## config.mk

```make
export PLATFORM = sky130hd
export DESIGN_NAME = mdu_iter
export DESIGN_NICKNAME = d
export VERILOG_FILES = /design/src/rtl/mdu_iter.sv
export SDC_FILE = /design/constraint.sdc
export NUM_CORES = 2
export LEC_CHECK = 0
export BUFFER_PORTS_ARGS = -buffer_cell sky130_fd_sc_hd__buf_2
export CORE_MARGIN = 3
export CORE_UTILIZATION = 40
export CTS_BUF_LIST = sky130_fd_sc_hd__clkbuf_4 sky130_fd_sc_hd__clkbuf_8
export DETAILED_ROUTE_END_ITERATION = 6
export PLACE_DENSITY = 0.65
export SETUP_SLACK_MARGIN = 0.15
export SLEW_MARGIN = 20
export SYNTH_ARGS = -nofsm -noshare
export SYNTH_HDL_FRONTEND = slang
export SYNTH_SLANG_ARGS = --single-unit
export TNS_END_PERCENT = 100
```

## constraint.sdc

```tcl
create_clock -name clock -period 12.2 [get_ports clock]
set_input_delay 1.83 -clock clock [delete_from_list [all_inputs] [get_ports clock]]
set_output_delay 1.83 -clock clock [all_outputs]
set_load 0.01 [all_outputs]
```

## src/rtl/mdu_iter.sv

```systemverilog
// Iterative multiply/divide unit for the RV M extension (plus RV64 W forms).
// One shift-add multiplier and one restoring divider share a single
// request/response pair. Divide-by-zero, signed overflow and repeated
// div/rem on identical operands complete one cycle after the setup cycle.
//
// Handshake: a request is taken on a rising edge where in_valid and in_ready
// are both 1 and flush is 0; a result is handed over on a rising edge where
// out_valid and out_ready are both 1. in_ready is 1 only in IDLE, out_valid
// only in DONE, and result is held stable for as long as out_valid is 1.
module mdu_iter #(
  parameter int XLEN     = 64,
  parameter bit CACHE_EN = 1'b1
) (
  input  logic            clock,
  input  logic            reset,
  input  logic            flush,
  input  logic            in_valid,
  output logic            in_ready,
  input  logic [2:0]      op,
  input  logic            op_w,
  input  logic [XLEN-1:0] src1,
  input  logic [XLEN-1:0] src2,
  output logic            out_valid,
  input  logic            out_ready,
  output logic [XLEN-1:0] result,
  output logic [1:0]      dbg_state
);

  localparam int CW = $clog2(XLEN);
  localparam logic [XLEN-1:0] LO32  = XLEN'(32'hFFFF_FFFF);
  localparam logic [XLEN-1:0] HI32  = ~LO32;
  localparam logic [XLEN-1:0] MIN_W = HI32 | XLEN'(32'h8000_0000);
  localparam logic [XLEN-1:0] MIN_X = {1'b1, {(XLEN-1){1'b0}}};

  typedef enum logic [1:0] {
    S_IDLE = 2'd0,
    S_MUL  = 2'd1,
    S_DIV  = 2'd2,
    S_DONE = 2'd3
  } state_t;

  // Sign-extend bit 31 over the upper half for word results.
  function automatic logic [XLEN-1:0] fmt_w(input logic [XLEN-1:0] v, input logic w);
    fmt_w = w ? ((v & LO32) | ({XLEN{v[31]}} & HI32)) : v;
  endfunction

  state_t              r_state;
  state_t              w_next;
  logic [2:0]          r_op;
  logic                r_w;
  logic [XLEN-1:0]     r_src1;
  logic [XLEN-1:0]     r_src2;
  logic                r_first;
  logic [CW-1:0]       r_cnt;
  logic [2*XLEN-1:0]   r_acc;
  logic [2*XLEN-1:0]   r_mcand;
  logic [XLEN-1:0]     r_mplier;
  logic [XLEN-1:0]     r_rem;
  logic [XLEN-1:0]     r_quo;
  logic [XLEN-1:0]     r_mag_b;
  logic                r_neg_a;
  logic                r_neg_b;
  logic [XLEN-1:0]     r_result;
  logic                r_c_valid;
  logic [XLEN-1:0]     r_c_src1;
  logic [XLEN-1:0]     r_c_src2;
  logic                r_c_signed;
  logic                r_c_w;
  logic [XLEN-1:0]     r_c_quo;
  logic [XLEN-1:0]     r_c_rem;

  logic                w_accept;
  logic                w_word_in;
  logic                w_signed_a;
  logic                w_signed_b;
  logic                w_is_rem;
  logic [XLEN-1:0]     w_ext_a;
  logic [XLEN-1:0]     w_ext_b;
  logic                w_neg_a;
  logic                w_neg_b;
  logic [XLEN-1:0]     w_mag_a;
  logic [XLEN-1:0]     w_mag_b;
  logic                w_dbz;
  logic                w_ovf;
  logic                w_hit;
  logic                w_last;
  logic [2*XLEN-1:0]   w_acc_step;
  logic [2*XLEN-1:0]   w_prod;
  logic [XLEN-1:0]     w_mul_res;
  logic [XLEN:0]       w_shift;
  logic [XLEN:0]       w_trial;
  logic                w_qbit;
  logic [XLEN-1:0]     w_rem_step;
  logic [XLEN-1:0]     w_quo_step;
  logic [XLEN-1:0]     w_q_fix;
  logic [XLEN-1:0]     w_r_fix;
  logic [XLEN-1:0]     w_div_res;

  assign in_ready  = (r_state == S_IDLE);
  assign out_valid = (r_state == S_DONE);
  assign result    = r_result;
  assign dbg_state = r_state;

  assign w_accept  = in_valid && in_ready && !flush;
  // mulh/mulhsu/mulhu have no word form; op_w is meaningless at XLEN=32.
  assign w_word_in = (XLEN == 64) && op_w && !(!op[2] && (op[1:0] != 2'b00));

  // Operand decode on the latched request copy.
  assign w_signed_a = (r_op == 3'b001) || (r_op == 3'b010) || (r_op[2] && !r_op[0]);
  assign w_signed_b = (r_op == 3'b001) || (r_op[2] && !r_op[0]);
  assign w_is_rem   = r_op[1];
  assign w_ext_a    = r_w ? ((r_src1 & LO32) | ((w_signed_a && r_src1[31]) ? HI32 : '0)) : r_src1;
  assign w_ext_b    = r_w ? ((r_src2 & LO32) | ((w_signed_b && r_src2[31]) ? HI32 : '0)) : r_src2;
  assign w_neg_a    = w_signed_a && w_ext_a[XLEN-1];
  assign w_neg_b    = w_signed_b && w_ext_b[XLEN-1];
  assign w_mag_a    = w_neg_a ? -w_ext_a : w_ext_a;
  assign w_mag_b    = w_neg_b ? -w_ext_b : w_ext_b;

  // Divide shortcuts: zero divisor, MIN / -1, and a repeat of the cached pair.
  assign w_dbz = (w_ext_b == '0);
  assign w_ovf = w_signed_a && (w_ext_a == (r_w ? MIN_W : MIN_X)) && (&w_ext_b);
  assign w_hit = CACHE_EN && r_c_valid && (r_c_src1 == r_src1) && (r_c_src2 == r_src2) &&
                 (r_c_signed == w_signed_a) && (r_c_w == r_w);

  assign w_last = r_w ? (r_cnt == CW'(31)) : (r_cnt == CW'(XLEN - 1));

  // Multiply step and sign fix-up of the full 2*XLEN product.
  assign w_acc_step = r_mplier[0] ? (r_acc + r_mcand) : r_acc;
  assign w_prod     = (r_neg_a ^ r_neg_b) ? -w_acc_step : w_acc_step;
  assign w_mul_res  = (r_op == 3'b000) ? fmt_w(w_prod[XLEN-1:0], r_w) : w_prod[2*XLEN-1:XLEN];

  // Restoring divide step: remainder stays below the divisor, so the
  // top bit of the trial difference is a clean borrow.
  assign w_shift    = {r_rem, r_quo[XLEN-1]};
  assign w_trial    = w_shift - {1'b0, r_mag_b};
  assign w_qbit     = !w_trial[XLEN];
  assign w_rem_step = w_qbit ? w_trial[XLEN-1:0] : w_shift[XLEN-1:0];
  assign w_quo_step = {r_quo[XLEN-2:0], w_qbit};
  assign w_q_fix    = (r_neg_a ^ r_neg_b) ? -w_quo_step : w_quo_step;
  assign w_r_fix    = r_neg_a ? -w_rem_step : w_rem_step;
  assign w_div_res  = w_is_rem ? fmt_w(w_r_fix, r_w) : fmt_w(w_q_fix, r_w);

  // Next-state decode; flush forces IDLE regardless of anything else.
  always_comb begin
    w_next = r_state;
    case (r_state)
      S_IDLE: if (w_accept) w_next = op[2] ? S_DIV : S_MUL;
      S_MUL:  if (!r_first && w_last) w_next = S_DONE;
      S_DIV: begin
        if (r_first) begin
          if (w_dbz || w_ovf || w_hit) w_next = S_DONE;
        end else if (w_last) begin
          w_next = S_DONE;
        end
      end
      S_DONE: if (out_ready) w_next = S_IDLE;
      default: w_next = S_IDLE;
    endcase
    if (flush) w_next = S_IDLE;
  end

  // State register.
  always_ff @(posedge clock) begin
    if (reset) r_state <= S_IDLE;
    else       r_state <= w_next;
  end

  // Request capture, setup cycle, iterations, result and cache update.
  always_ff @(posedge clock) begin
    if (reset) begin
      r_op       <= '0;
      r_w        <= 1'b0;
      r_src1     <= '0;
      r_src2     <= '0;
      r_first    <= 1'b0;
      r_cnt      <= '0;
      r_acc      <= '0;
      r_mcand    <= '0;
      r_mplier   <= '0;
      r_rem      <= '0;
      r_quo      <= '0;
      r_mag_b    <= '0;
      r_neg_a    <= 1'b0;
      r_neg_b    <= 1'b0;
      r_result   <= '0;
      r_c_valid  <= 1'b0;
      r_c_src1   <= '0;
      r_c_src2   <= '0;
      r_c_signed <= 1'b0;
      r_c_w      <= 1'b0;
      r_c_quo    <= '0;
      r_c_rem    <= '0;
    end else if (flush) begin
      r_first <= 1'b0;
      r_cnt   <= '0;
    end else begin
      case (r_state)
        S_IDLE: begin
          if (w_accept) begin
            r_op    <= op;
            r_w     <= w_word_in;
            r_src1  <= src1;
            r_src2  <= src2;
            r_first <= 1'b1;
            r_cnt   <= '0;
          end
        end
        S_MUL: begin
          if (r_first) begin
            r_first  <= 1'b0;
            r_acc    <= '0;
            r_mcand  <= {{XLEN{1'b0}}, w_mag_a};
            r_mplier <= w_mag_b;
            r_neg_a  <= w_neg_a;
            r_neg_b  <= w_neg_b;
          end else begin
            r_acc    <= w_acc_step;
            r_mcand  <= r_mcand << 1;
            r_mplier <= r_mplier >> 1;
            r_cnt    <= r_cnt + CW'(1);
            if (w_last) begin
              r_result <= w_mul_res;
              r_cnt    <= '0;
            end
          end
        end
        S_DIV: begin
          if (r_first) begin
            r_first <= 1'b0;
            r_neg_a <= w_neg_a;
            r_neg_b <= w_neg_b;
            r_mag_b <= w_mag_b;
            r_rem   <= '0;
            // Word dividends are left-aligned so N shifts consume exactly their bits.
            r_quo   <= r_w ? (w_mag_a << (XLEN - 32)) : w_mag_a;
            if (w_dbz)      r_result <= w_is_rem ? fmt_w(w_ext_a, r_w) : '1;
            else if (w_ovf) r_result <= w_is_rem ? '0 : w_ext_a;
            else if (w_hit) r_result <= w_is_rem ? r_c_rem : r_c_quo;
          end else begin
            r_rem <= w_rem_step;
            r_quo <= w_quo_step;
            r_cnt <= r_cnt + CW'(1);
            if (w_last) begin
              r_result <= w_div_res;
              r_cnt    <= '0;
              if (CACHE_EN) begin
                r_c_valid  <= 1'b1;
                r_c_src1   <= r_src1;
                r_c_src2   <= r_src2;
                r_c_signed <= w_signed_a;
                r_c_w      <= r_w;
                r_c_quo    <= fmt_w(w_q_fix, r_w);
                r_c_rem    <= fmt_w(w_r_fix, r_w);
              end
            end
          end
        end
        default: ;
      endcase
    end
  end

endmodule

```

## Yosys cells after proc, flatten, opt, wreduce, memory -nomap -nowiden

Index checks and enable logic that the tools add are counted.

- $add $sub $neg: 8
- Equal/unequal tests: 21
- Multiplexer cells: 50
- Bitwise gates (word level): 9
- Reductions and logical operators: 46

Operators with widths:

| kind | number |
|---|---|
| $mux 64 | 29 |
| $mux 128 | 4 |
| $or 32x64->64 | 6 |
| $neg 64->64 | 4 |
| $eq 64x64->1 | 3 |
| $add 128x128->128 | 1 |
| $neg 128->128 | 1 |
| $pmux 64 s2 | 1 |
| $sub 65x64->65 | 1 |
| $logic_not 64->1 | 1 |
| $reduce_and 64->1 | 1 |
| $mux 63 | 1 |
| $mux 6 | 3 |
| $logic_and 1x1->1 | 16 |
| $mux 2 | 7 |
| $pmux 6 s2 | 1 |
| $reduce_and 3->1 | 4 |
| $ne 2x2->1 const B | 4 |
| $pmux 2 s4 | 1 |
| $add 6x1->6 const B | 1 |
| $eq 6x5->1 const B | 1 |
| $eq 6x6->1 const B | 1 |
| $logic_not 1->1 | 6 |
| $ne 3x3->1 const B | 2 |
| other kinds (20) | 34 |

- Flip-flop bits (word level): 978
- Output and inout port bits: 68
- Logic and storage cells: 157

## Depth between registers and ports, before layout

- Depth in word-level cells: 15
- Depth in mapped cells: 33
- Gate-level depth less buffers: 27

## Least setup slack after synthesis

OpenSTA, ideal clock, no wires.

- Path kind: register to register
- Start: register r_quo[63]
- End: register r_result[56] (netlist: result[56])
- Setup time: 0.116 ns
- Arrival: 6.456 ns
- Setup slack: 5.627 ns
- Cell stages (with the launch flop): 33
- Path buffers: 6
- Period minus slack after synthesis: 6.573 ns
- Path through: dfxtp_1 > inv_1 > ha_1 > fa_1 > nand2b_1 > a21oi_1 > o21ai_0 > a31oi_1 > o21ai_0 > a21oi_1 > nor2_1 > inv_1 > buf_2 > clkbuf_1 > clkbuf_1 > buf_1 > clkbuf_1 > o21ai_0 > inv_1 > ha_1 > nand3_1 > nor4_1 > nand3_1 > a21oi_1 > a41o_1 > nand2_1 > or3_1 > clkbuf_1 > o31a_1 > xnor2_1 > o21ai_0 > a211oi_1 > a41o_1

- Cells in the longest elaborated chain, start to end: 10
- Elaborated cells between the ends (all ways): 15
- Classes of those cells: add/sub: 3; mux: 9; bitwise: 2; reduce/logical: 1

Ends and longest elaborated chain:

| what | line | source |
|---|---|---|
| from (decl) | 59 | `logic [XLEN-1:0] r_quo;` |
| from (signal assigned) | 235 | `r_quo <= r_w ? (w_mag_a << (XLEN - 32)) : w_mag_a;` |
| from (signal assigned) | 241 | `r_quo <= w_quo_step;` |
| $sub 65x64->65 | 135 | `assign w_trial = w_shift - {1'b0, r_mag_b};` |
| $mux 64 / $logic_not 1->1 (equally long branches) | 137, 136 |  |
| $neg 64->64 (on tied branches) | 140, 139 |  |
| $mux 64 (on tied branches) | 140, 139 |  |
| $or 32x64->64 | 44 | `fmt_w = w ? ((v & LO32) \| ({XLEN{v[31]}} & HI32)) : v;` |
| $mux 64 | 44 |  |
| $mux 64 (*) | 141 | `assign w_div_res = w_is_rem ? fmt_w(w_r_fix, r_w) : fmt_w(w_q_fix, r_w);` |
| $mux 64 (*) | 243 | `if (w_last) begin` |
| $mux 64 (*) | 228 | `if (r_first) begin` |
| $pmux 64 s2 (*) | 197 | `case (r_state)` |
| to (signal assigned) | 236 | `if (w_dbz) r_result <= w_is_rem ? fmt_w(w_ext_a, r_w) : '1;` |
| to (signal assigned) | 237 | `else if (w_ovf) r_result <= w_is_rem ? '0 : w_ext_a;` |
| to (signal assigned) | 244 | `r_result <= w_div_res;` |
| to (decl) | 63 | `logic [XLEN-1:0] r_result;` |

Every way passes the cells marked *; elsewhere a longest branch is shown, timed or not. The select of a mux whose other input is x is not followed.
A chain may end at the register's enable or synchronous reset.

## Final worst setup path

- Start: register r_quo[63]
- End: register r_result[50] (netlist: result[50])

The elaborated chain is that of the path after synthesis.

==> reports/qor.yml <==
dieWidth_um: 431
drt-pass1-iter-count: 7
core_area_sq_um: 179000
regToRegStartpoint: "r_quo[63]"
cts_max_level: 4
cts_hold_repair.buffers: 0
hold_ws_ps: 454
worst_pin_slew_ps: 1270
largest_registers: "r_acc (128), r_mcand (128)"
min_path_type: "reg2reg"
min_period_over_period_pct: 63.8
fillers: 18500
totalWireLength_mm: 378
place_congestion: 1.10
ys_types: 116
final-setup-viol-count: 0
grt_pass1_vias: 75400
synth_edf_count: 0
power_density_nw_per_um2: 138
post_drt_via_cell_ratio: 6.62
cts.sinks: 978
seq_area_sq_um: 19600
avgSynthCellArea_sq_um: 7.01
crit_path_start_kind: "flip-flop"
synthTopCellsByArea: "dfxtp_1, a21oi_1, nand2_1"
crit_required_ps: 13050
min_path_cells: 2
netlist_top_cells_count: "nand2_1, nor2_1, a21oi_1"
maxCapViolations: 0
ir_drop_mv: 0.163
syn-cell-area_sq_um: 72100
skew_ps: 91.9
dieArea_sq_um: 185000
clk_latency_ps: 1050
finalPower_w: 0.0110
yosys.area.top_type: "dfxtp_1"
final-hold-violation-count: 0
rsz0062_at_grt: "false"
ctsResizeCount: 0
antenna_found_initial: 22
rrSetupSlack_ps: 4410
fin_crit_ps: 7790
violations: "design-rule violations"
r2r_end: "result[50]"
grt_pass1_wl_mm: 536
fin_cells: 12500
area_delta_synth_final_pct: 9.80
drc: 10
arrival_ps: 8640
slew_headroom_pct: 14.5
slowest_delay_ps: 1020
ys_ff_latch: 978
cts_made_buffers: 185
fmax_ghz: 0.128
status: "finished, violations left"
vias: 83000
num-nets-final: 10400
drv_slew: 0
syn_inst: 10300
clockBufferDepth: 3
worstRegToRegCells: 28
root_buffer: "clkbuf_8"
place_hpwl_mm: 285
yosysMostFrequentCell: "nand2_1"
drive_gt1_share_pct: 9.85
path_clk_slew_ps: 60
yosysWarnings: 0
boundaryPins: 205
seq_area_frac_synth_pct: 27.1
yosysTopAreaCellShare_pct: 27.1
drt_iter0_drc: 11400
critical_path.slowest_cell: "a211oi_1"
synth-async-reset-ratio_pct: 0
critPathMaxFanout: 23
multi_input_area_sq_um: 49000
synth_flop_cell: "dfxtp_1"
numPortBuffers: 204
grt.overflow.total: 0
fin_tns_setup_ps: 0
path_class: "reg2reg"
track_usage_pct: 38.9
antenna_left: 0
post-place-cells: 12200
wl_per_cell_um: 30.1
tritoncts: "built"
grt_max_degree: 174
p_leak_nw: 30.1
end_kind: "flip-flop"
min-delay-start: "r_c_quo[19]"
synthesis.nets: 10600
fp.dieH_um: 431
rows: 155
postCtsSetupBuffers: 0
initial_utilization_pct: 40.3
worstHoldEndpoint: "r_c_quo[19]"
area by class of cell:
type                       count  area share (%)
timing repair buffer         401            3.23
clock inverter                43           0.765
multi-input combinational   8259            61.8
tap                         2355            3.72
antenna                       13          0.0411
sequential                   978            24.7
clock buffer                 295            4.67
inverter                     205           0.981
power by group:
part	internal, W	switching, W	total [W]
sequential	0.00324	0.000106	0.00334
clock	0.00214	0.00167	0.00381
combinational	0.00111	0.00269	0.00380
total	0.00648	0.00447	0.0110
how the worst max path moves through the flow:
| stage | startpoint | endpoint | slack (ps) |
|---|---|---|---|
| after floorplan | r_quo[63] | result[56] | 5630 |
| after global placement | r_quo[63] | result[50] | 4830 |
| after detailed placement | r_quo[63] | result[50] | 4790 |
| after CTS | r_quo[63] | result[50] | 4700 |
| after global routing | r_quo[63] | result[50] | 3940 |
| final | r_quo[63] | result[50] | 4410 |
cells by family (layout without fill, tap and decap cells):
group | after synthesis | after routing | share of synthesized area, %
AND/OR/NAND/NOR | 4201 | 4201 | 27.0
other | 0 | 13 | 0
buffers and inverters | 1047 | 944 | 5.64
flip-flops | 978 | 978 | 27.1
AO/OA/AOI/OAI | 3228 | 3228 | 28.8
adder cells (fa/ha/maj) | 204 | 204 | 3.56
multiplexers | 134 | 134 | 1.91
XOR/XNOR | 492 | 492 | 5.98
routing by layer:
metal / global-route usage (%) / up-vias / wire length, um
met5: 0 / - / 115
met4: 33.3 / 16 / 39400
met3: 9.40 / 1421 / 37200
met2: 59.0 / 5241 / 161000
met1: 46.0 / 39600 / 140000
li1: - / 36700 / -
worst max-delay path: cells and delay by family (launching register included):
family	cells	cell delay (ps)
adder cells (fa/ha/maj)	3	960
XOR/XNOR	1	120
flip-flops	1	430
buffers and inverters	5	970
AND/OR/NAND/NOR	9	1750
AO/OA/AOI/OAI	10	3330
metrics by stage:
| step | util (%) | cell area, sq um | worst slack [ps] |
|---|---|---|---|
| 4_1_cts | 44.2 | 79000 | 4700 |
| 5_1_grt | 44.3 | 79200 | 3940 |
| 3_5_place_dp | 41.8 | 74700 | 4790 |
| 6_report | 44.3 | 79200 | 4410 |
| 2_1_floorplan | - | 72100 | 5630 |
| 3_3_place_gp | 41.7 | 74600 | 4830 |
layout by cell type (no fill, tap or decap), types with 108 or more instances in the layout:
master    synthesis  routed
a211oi_1        168     165
a21oi_1        1196    1194
a221oi_1        180     179
a22oi_1         137     137
a31oi_1         125     125
and3_1          219     219
buf_2            61     203
buf_4             3     191
clkbuf_8          0     237
dfxtp_1         978     973
ha_1            202     202
inv_1           203     201
mux2i_1         108     108
nand2_1        1351    1350
nand3_1         162     161
nand4_1         204     204
nor2_1         1349    1336
nor3_1          286     282
nor4_1          112     110
o21ai_0         544     540
xnor2_1         276     259
xor2_1          216     209
(Power assumes the default switching activity.)
